===== src/rtl/memory_responder.sv =====
// Single-port memory arbiter: serves data and instruction requests against a backend RAM,
// data first, with a per-access wait timeout that raises a sticky error flag.
module memory_responder #(
  parameter int unsigned TIMEOUT = 16
) (
  input  logic        CLK,
  input  logic        nRST,
  input  logic        imemREN,
  input  logic [31:0] imemaddr,
  input  logic        dmemREN,
  input  logic        dmemWEN,
  input  logic [31:0] dmemaddr,
  input  logic [31:0] dmemstore,
  output logic        ihit,
  output logic        dhit,
  output logic [31:0] imemload,
  output logic [31:0] dmemload,
  output logic        ramREN,
  output logic        ramWEN,
  output logic [31:0] ramaddr,
  output logic [31:0] ramstore,
  input  logic [31:0] ramload,
  input  logic        ram_done,
  output logic        err
);

  typedef enum logic [2:0] {StIdle, StDacc, StIacc, StDresp, StIresp} state_e;

  // Count value seen on the last permitted wait cycle of an access.
  localparam logic [7:0] LastCnt = 8'(TIMEOUT - 1);

  state_e      state_q;
  logic [7:0]  cnt_q;
  logic [31:0] imemload_q;
  logic [31:0] dmemload_q;
  logic        err_q;
  logic        dreq;

  assign dreq = dmemREN | dmemWEN;

  always_ff @(posedge CLK or negedge nRST) begin
    if (!nRST) begin
      state_q    <= StIdle;
      cnt_q      <= '0;
      imemload_q <= '0;
      dmemload_q <= '0;
      err_q      <= 1'b0;
    end else begin
      unique case (state_q)
        StIdle: begin
          if (dreq) begin
            state_q <= StDacc;
            cnt_q   <= '0;
          end else if (imemREN) begin
            state_q <= StIacc;
            cnt_q   <= '0;
          end
        end
        StDacc: begin
          // A withdrawn request wins over a completion arriving in the same cycle.
          if (!dreq) begin
            state_q <= StIdle;
          end else if (ram_done) begin
            state_q <= StDresp;
            if (dmemREN) dmemload_q <= ramload;
          end else if (cnt_q == LastCnt) begin
            state_q <= StIdle;
            err_q   <= 1'b1;
          end else begin
            cnt_q <= cnt_q + 8'd1;
          end
        end
        StIacc: begin
          if (!imemREN) begin
            state_q <= StIdle;
          end else if (ram_done) begin
            state_q    <= StIresp;
            imemload_q <= ramload;
          end else if (cnt_q == LastCnt) begin
            state_q <= StIdle;
            err_q   <= 1'b1;
          end else begin
            cnt_q <= cnt_q + 8'd1;
          end
        end
        StDresp, StIresp: state_q <= StIdle;
        default:          state_q <= StIdle;
      endcase
    end
  end

  always_comb begin
    ramREN   = 1'b0;
    ramWEN   = 1'b0;
    ramaddr  = '0;
    ramstore = '0;
    if (state_q == StDacc) begin
      ramREN   = dmemREN;
      ramWEN   = dmemWEN & ~dmemREN;
      ramaddr  = dmemaddr;
      ramstore = dmemstore;
    end else if (state_q == StIacc) begin
      ramREN  = 1'b1;
      ramaddr = imemaddr;
    end
  end

  assign dhit     = (state_q == StDresp);
  assign ihit     = (state_q == StIresp);
  assign imemload = imemload_q;
  assign dmemload = dmemload_q;
  assign err      = err_q;

endmodule

===== config.mk =====
export PLATFORM = sky130hd
export DESIGN_NAME = memory_responder
export DESIGN_NICKNAME = d
export VERILOG_FILES = /design/src/rtl/memory_responder.sv
export SDC_FILE = /design/constraint.sdc
export NUM_CORES = 1
export LEC_CHECK = 0
export ABC_AREA = 1
export CAP_MARGIN = 0
export CELL_PAD_IN_SITES_DETAIL_PLACEMENT = 1
export CELL_PAD_IN_SITES_GLOBAL_PLACEMENT = 2
export CORE_UTILIZATION = 17
export DETAILED_ROUTE_END_ITERATION = 12
export PLACE_DENSITY = 0.79
export SLEW_MARGIN = 5
export SYNTH_ARGS = -nofsm -noshare
export SYNTH_HDL_FRONTEND = slang
export SYNTH_SLANG_ARGS = --single-unit

===== constraint.sdc =====
create_clock -name CLK -period 1.57 [get_ports CLK]
set_input_delay 0.314 -clock CLK [delete_from_list [all_inputs] [get_ports CLK]]
set_output_delay 0.314 -clock CLK [all_outputs]
set_load 0.02 [all_outputs]

Yosys cells after proc, flatten, opt, wreduce, memory -nomap -nowiden
Cells that the tools add are included.
{"block": "totals", "reg_bits": 76, "out_inout_bits": 133}
{"block": "op_classes", "n_addsub": 1, "eq_ne": 8, "n_mux": 26, "n_bitwise": 3, "reduce_logical": 7}
{"operator": "32-bit two-way mux", "count": 3}
{"operator": "8-bit two-way mux", "count": 6}
{"operator": "8-bit one-hot mux with 3 select lines", "count": 1}
{"operator": "3-bit two-way mux", "count": 7}
{"operator": "3-bit one-hot mux with 3 select lines", "count": 1}
{"operator": "8-bit by 1-bit adder with 8-bit output, second input constant", "count": 1}
{"operator": "8-bit by 4-bit equality test with 1-bit output, second input constant", "count": 1}
{"operator": "4-bit AND reduction", "count": 2}
{"operator": "1-bit two-way mux", "count": 7}
{"operator": "3-bit by 2-bit equality test with 1-bit output, second input constant", "count": 2}
{"operator": "3-bit AND reduction", "count": 2}
{"operator": "2-bit != test, second input constant", "count": 2}
{"operator": "3-bit by 1-bit equality test with 1-bit output, second input constant", "count": 1}
{"operator": "3-bit equality test, second input constant", "count": 1}
{"operator": "3-bit logical NOT", "count": 1}
{"operator": "3-bit != test, second input constant", "count": 1}
{"operator": "3-bit nonzero test", "count": 1}
{"operator": "1-bit one-hot mux with 2 select lines", "count": 1}
{"operator": "2-bit nonzero test", "count": 1}
{"operator": "1-bit bitwise AND", "count": 1}
{"operator": "1-bit inverter", "count": 1}
{"operator": "1-bit bitwise OR", "count": 1}

Logic depth before layout (Yosys ltp)
Gate-level depths: netlist (run 1).
{"block": "depth", "depth_word": 5, "depth_mapped": 9, "depth_no_buf": 9}

Worst setup path before layout (run 1)
Ideal clock, no wire load.
{"block": "synth_timing", "path_type": "register to output", "from": "register state_q[2]", "to": "output ramaddr[10]", "t_arrival_ns": 1.198, "required_time_ns": 1.256, "slack_ns": 0.058, "stages_incl_launch_ff": 6, "n_path_buf": 1, "path_cell_list": "dfrtp_1 > inv_2 > nand3_4 > inv_2 > buf_2 > a22o_1"}
{"block": "synth_between", "elab_chain_cells": 3, "elab_cells_between_ends": 4, "cone_classes": "2 x eq/ne; 2 x mux"}
{"item": "from (decl)", "line_no": "32", "text": "state_e state_q;"}
{"item": "from (signal assigned)", "line_no": "43", "text": "state_q <= StIdle;"}
{"item": "from (signal assigned)", "line_no": "52", "text": "state_q <= StDacc;"}
{"item": "from (signal assigned)", "line_no": "55", "text": "state_q <= StIacc;"}
{"item": "3-bit by 2-bit equality test with 1-bit output", "line_no": "102", "text": "end else if (state_q == StIacc) begin"}
{"item": "32-bit two-way mux", "line_no": "102"}
{"item": "32-bit two-way mux (*)", "line_no": "97", "text": "if (state_q == StDacc) begin"}
{"item": "to (decl)", "line_no": "20", "text": "output logic [31:0] ramaddr,"}
Every way passes the cells marked *; elsewhere a longest branch is shown, timed or not.

Worst setup path after layout (run 1)
{"block": "layout_timing", "from": "register state_q[0]", "to": "output ramaddr[31]"}
Same word-level chain as after synthesis.

==> impl_results.md, run 1 <==
* CTS root buf: clkbuf_16
* Number of port buffers at 266
* YS warnings at 0
* Setup crit end: ramaddr[31]
* Top cell type's share of synthesized area at between 40% and 50%
* Clock-pin transition on the worst setup and hold timing paths at approximately 70 ps
* Count leader, synth: nand2_1
* Die width at 156 microns
* Layout cells sized above 1 at 36.5%
* Final Wtd Congestion at ~0.73
* Max-slew headroom at 71.9%
* Initial antenna violation count at 0
* Max-slew violations at 0
* Area contributors post-synth: dfrtp_1, nand2_1, o21ai_2
* Clock buffer depth at 2
* Fin util at 36.6%
* Min Tclk post-route at 1890 ps
* R2R Path Start: state_q[0]$_DFFE_PN0N_
* CTS Buf Count at 9
* HPWL after DPL at 12500 microns
* Register area share after synthesis at 47.3%
* Via density at 4.04
* Total core area at 0.0229 sq mm
* Synth top cells by count: nand2_1, dfrtp_1, inv_1
* Post-Syn Nets at between 600 and 700
* Max Fclk at 528 MHz
* Post-Syn Area at 0.00402 sq mm
* R2r setup slk at -170 ps
* Status: finished with violations
* Final hold vios at 0
* Kind of critical path: reg2out
* Total clock sinks at 76
* Post-synth EDFFs at 0
* Final Cell Area at between 0.008 and 0.009 sq mm
* P_leak at 4.14 nW
* CTS H-tree lvls at 3
* Dpl cell area at 0.00727 sq mm
* Top_reg_cell synth: dfrtp_1
* Pwr/cell area at 1800 mW/mm^2
* GRT overflow at 0
* Final cycle utilization of the critical path at 121%
* Failing checks: setup timing
* Yosys reg bits at 76
* Crit path max fanout at 7
* Peak VDD IR at ~0.64 mV
* N_diodes at 0
* I/O pins at 267
* Final Skew at 7.51 ps
* Crit path DAT at 1580 ps
* Die ar. at 0.0243 sq mm
* Worst-Skew Late Latency at between 300 and 400 ps
* CP Capture Type: output pin
* Worst setup margin at -324 ps
* Syn Inst Count at 473
* Required @ worst endpoint at between 1000 and 1500 ps
* Total track usage at 13.3%
* Initial DRT Pass Iterations at 4
* DRC viols at 0
* Yosys top cell by area: dfrtp_1
* Fin nets at 930
* Vias in the first global route at 4539
* Mean Syn Cell Area at ~8.5 sq um
* Setup_tns at -20870 ps
* Startpoint types: flip-flop
* RSZ-0062 raised after global routing: yes
* Hold/Removal Path Class: in2async
* Post-synth ARST share at between 90% and 100%
* WL final at 18500 microns
* Tot Pwr at 0.0151 W
* Initial DRC count at 126
* Avg WL per Cell at roughly 17 microns
* RR Endpoint: imemload[17]$_DFFE_PN0P_
* Max Cap Viol at 0
* CTS tree: yes
* Row count at 55
* Pin count of the biggest net entering global routing at 36
* Worst slew pin tran at 422 ps
* Initial core utilization at 17.5%
* Netlist cell types at 27
* Post-route ant nets at 0
* Finish-stage setup viols at ~140
* Syn-to-layout area delta at 109%
* Die H at 156 microns
* CP Launch Point: state_q[0]$_DFFE_PN0N_
* First-pass GRT wire length at 25000 microns
* Number of cells on the worst reg-to-reg path at 11
* Total number of vias at 4499
==> layer usage <==
layer  wire, microns  share of wire, %  GRT usage (%)  vias up
li1                -                 -              -     2148
met2            9620                52           23.9      183
met4             190               1.0           3.08        0
met1            6840                37           14.3     2153
met3            1830               9.9           5.83       15
met5               0                 0              0        -
==> worst max-delay path: stages, from the launching register on <==
cell       delay (ps)
dfrtp_1           390
buf_4             150
inv_4              60
nand3_4            90
inv_8             110
clkbuf_16         160
a22o_1            150
buf_6             130
==> sequential cells by signal (all words and copies together), names as in the netlist <==
register	flops
cnt_q	8
dmemload	32
err	1
imemload	32
state_q	3
==> cell usage in the layout (no fill, tap or decap), types with 3 or more instances in the layout <==
cell and instances:
a22o_1 32, buf_12 13, buf_4 51, buf_6 56, clkbuf_16 21, clkdlybuf4s50_1 132, dfrtp_1 76, dlygate4sd2_1 65
inv_1 75, inv_6 3, nand2_1 59, nand2_2 49, nand2_4 8, nand3_1 10, nand3_4 5, nand3b_1 4
nand4_1 3, nor2_1 35, nor2_2 11, o21ai_1 8, o21ai_2 57
==> cells by family after synthesis <==
logic type | count (synthesis) | share of synthesized area [%]
simple gates | 188 | 20.2
compound gates | 104 | 20.1
fa+ha+maj | 1 | 0.311
buf+inv | 103 | 11.8
flops | 76 | 47.3
xor+xnor | 1 | 0.218
==> layout make-up <==
cell class	count	area, sq um
timing repair buffer	333	3530
inverter	80	315
fill	2662	14500
tap	313	392
sequential	76	1900
clock buffer	9	225
clock inverter	7	57.6
multi-input combinational	295	1970
==> where the power goes <==
part           internal (W)  total [W]  switching, W
combinational       0.00459    0.00981       0.00522
clock               0.00109    0.00199      0.000899
sequential          0.00276    0.00333      0.000577
==> metrics by stage <==
| step | worst slack, ps | hold slack (ps) | instances |
|---|---|---|---|
| 6_report | -324 | 443 | 1113 |
| 5_1_grt | -398 | 453 | 1113 |
| 4_1_cts | -301 | 441 | 1089 |
| 3_5_place_dp | -455 | 280 | 1067 |
| 3_3_place_gp | -437 | 277 | 1067 |
| 2_1_floorplan | 58.4 | 18.4 | 473 |
==> how the worst min path moves through the flow <==
stage	slack, ps	depth (start not counted)	startpoint	end
final	440	2	nRST	imemload[6]$_DFFE_PN0P_
after global routing	450	2	nRST	imemload[6]$_DFFE_PN0P_
after CTS	440	2	nRST	imemload[6]$_DFFE_PN0P_
after detailed placement	280	1	nRST	imemload[6]$_DFFE_PN0P_
after global placement	280	1	nRST	imemload[6]$_DFFE_PN0P_
after floorplan	20	0	nRST	cnt_q[0]$_DFFE_PN0P_
==> what timing repair did <==
action,CTS,global route
hold buffers,1,0
buffers inserted,4,9
pin swaps,1,14
endpoints found under the setup margin,141,139
gates resized for setup,453,133
gates cloned,1,16
hold endpoints to repair,24,0
Note: power is estimated with default switching activity, not from simulation.
==> run 2, diff against run 1 <==
CORE_UTILIZATION = 20   (was 17)
PLACE_DENSITY = 0.87   (was 0.79)
clock period = 2.34 ns   (was 1.57 ns; I/O delays follow)
==> run 2 against run 1 <==
The run now ends clean. Worst setup slack better by 430 ps. First-iteration DRC count is 50% lower. Register-to-register slack better by 840 ps. Global-route usage up 0.98 points. Largest power group unchanged.
==> impl_results.md, run 2 (synthesized netlist as in run 1, its figures left out) <==
* Status: finished, final reports clean
* Sequential cell area at 0.00190 sq mm (unchanged)
* Crit path DAT at 1770 ps (+190 ps)
* Final cycle utilization of the critical path at 95.5%
* Initial antenna violation count at 0 (unchanged)
* Pin count of the biggest net entering global routing at 66 (+83%)
* Max Fclk at 448 MHz
* P_leak at 3.58 nW (-14%)
* Fin nets at 876 (-5.8%)
* Number of port buffers at 266 (unchanged)
* Most common cell after layout, fill and taps aside: clkdlybuf4s50_1
* WL final at 14700 microns (-20%)
* Multi-input gate area in the final layout at 0.00164 sq mm (-17%)
* Filler instances at 2305 (-13%)
* Clock buffer depth at 2 (unchanged)
* Row count at 51 (-7.3%)
* RSZ-0062 raised after global routing: no
* Worst slew pin tran at 484 ps (+62.2 ps)
* Total core area at 0.0196 sq mm (-15%)
* Required @ worst endpoint at 1870 ps (+610 ps)
* Startpoint types: flip-flop
* CTS root buf: clkbuf_16
* Die H at 144 microns (-7.7%)
* Final Wtd Congestion at 0.766 (+4.2%)
* Final hold vios at 0 (unchanged)
* DRC viols at 0 (unchanged)
* Die ar. at 0.0207 sq mm (-15%)
* Syn-to-layout area delta at 80.5%
* N_diodes at 0 (unchanged)
* CP Capture Type: output pin
* Avg WL per Cell at 14.6 microns (-12%)
* Layout cells sized above 1 at 12.6% (-24 points)
* Total track usage at 14.3% (+0.98 points)
* CTS H-tree lvls at 3 (unchanged)
* Setup_tns at 0 ps (+20870 ps)
* Final Skew at 5.77 ps (-1.74 ps)
* Pwr/cell area at 1240 mW/mm^2 (-31%)
* HPWL after DPL at 11600 microns (-7.1%)
* Die width at 144 microns (-7.7%)
* Hold/Removal Path Class: in2async
* Min Tclk post-route at around 2200 ps
* Initial core utilization at 20.5% (+3.0 points)
* Max Cap Viol at 0 (unchanged)
* Vias in the first global route at 4194 (-7.6%)
* Clock-pin transition on the worst setup and hold timing paths at 60 ps (about the same)
* Via density at 4.08 (+0.99%)
* First-pass GRT wire length at 22500 microns (-10%)
* Crit path max fanout at 34 (+27)
* Kind of critical path: reg2out
* I/O pins at 267 (unchanged)
* Post-route ant nets at 0 (unchanged)
* Total number of vias at 4127 (-8.3%)
* Most frequent cells in the layout: clkdlybuf4s50_1, nand2_1, dfrtp_1, inv_1, dlygate4sd2_1
* Total clock sinks at 76 (unchanged)
* Initial DRC count at 63 (-50%)
* CTS tree: yes
* Finish-stage setup viols at 0 (-100%)
* Worst-Skew Late Latency at 340 ps (about the same)
* Hold slack final at 85.2 ps (-358 ps)
* Initial DRT Pass Iterations at 4 (unchanged)
* Max-slew headroom at 67.7% (-4.1 points)
* Peak VDD IR at 0.464 mV (-28%)
* CTS Buf Count at 9 (unchanged)
* Max-slew violations at 0 (unchanged)
* GRT overflow at 0 (unchanged)
## run 2: changes by cell type in the layout (fill, tap and decap cells not counted), sizes merged, moves of 2 or more
cell / delta
buf: -107
clkdlybuf4s50: +66
dlygate4sd2: -12
clkdlybuf4s15: +8
clkbuf: -7
bufinv: +2
inv: -2
## run 2: critical path, cell delays in order (launching register included)
cell,delay (ps)
dfrtp_1,440
inv_2,130
nand3_2,100
inv_2,80
buf_12,180
a22o_1,150
dlygate4sd2_1,330
## run 2: report_power, final
part           total [W]  switching (W)  internal, W
logic            0.00528        0.00296      0.00232
clock network    0.00153       0.000564     0.000963
registers        0.00218       0.000331      0.00185
total            0.00899        0.00385      0.00513
## run 2: final timing paths
path                                                from                  endpoint  slack (ps)  depth (start not counted)
worst max register to register    state_q[1]$_DFFE_PN0N_   dmemload[7]$_DFFE_PN0P_         670                          8
worst min-delay path                                nRST   dmemload[6]$_DFFE_PN0P_          90                          1
worst min register to register  dmemload[13]$_DFFE_PN0P_  dmemload[13]$_DFFE_PN0P_         480                          2
max in group asynchronous                           nRST  dmemload[28]$_DFFE_PN0P_        1630                          2
worst max-delay path              state_q[0]$_DFFE_PN0N_                ramaddr[2]         110                          6
min in group CLK                dmemload[13]$_DFFE_PN0P_  dmemload[13]$_DFFE_PN0P_         480                          2
## run 2: layer usage
metal	share of wire (%)	vias to the layer above	GRT usage [%]	wire length (microns)
li1	-	2034	-	-
met1	38	1908	14.9	5540
met2	49	170	25.8	7240
met3	12	15	6.10	1740
met4	1.5	0	4.31	224
met5	0	-	0	0
## run 2: final cells by class
cell class | instances | area share (%)
Clock buffer | 10 | 3.29
Clock inverter | 6 | 1.19
Inverter | 80 | 4.14
Multi-Input combinational cell | 294 | 22.6
Sequential cell | 76 | 26.2
Tap cell | 265 | 4.57
Timing Repair Buffer | 280 | 38.0
## run 2: timing repair
item                       4_1_cts  5_1_grt
resized for setup               65       17
setup buffers                    0        0
setup endpoints to repair       65       13
cloned                           0        0
hold buffers                     0        0
## run 2: stage by stage
step                worst slack [ps]  std cells  utilization, %  total power [W]  area, sq um
global placement                53.7        995            35.8          0.00782         7010
detailed placement              35.6        995            35.8          0.00791         7010
finish                           106       1011            37.0          0.00899         7250
floorplan                        674        473               -          0.00506         4020
global route                   0.684       1011            37.0          0.00958         7250
CTS                             37.2       1011            37.0          0.00915         7260
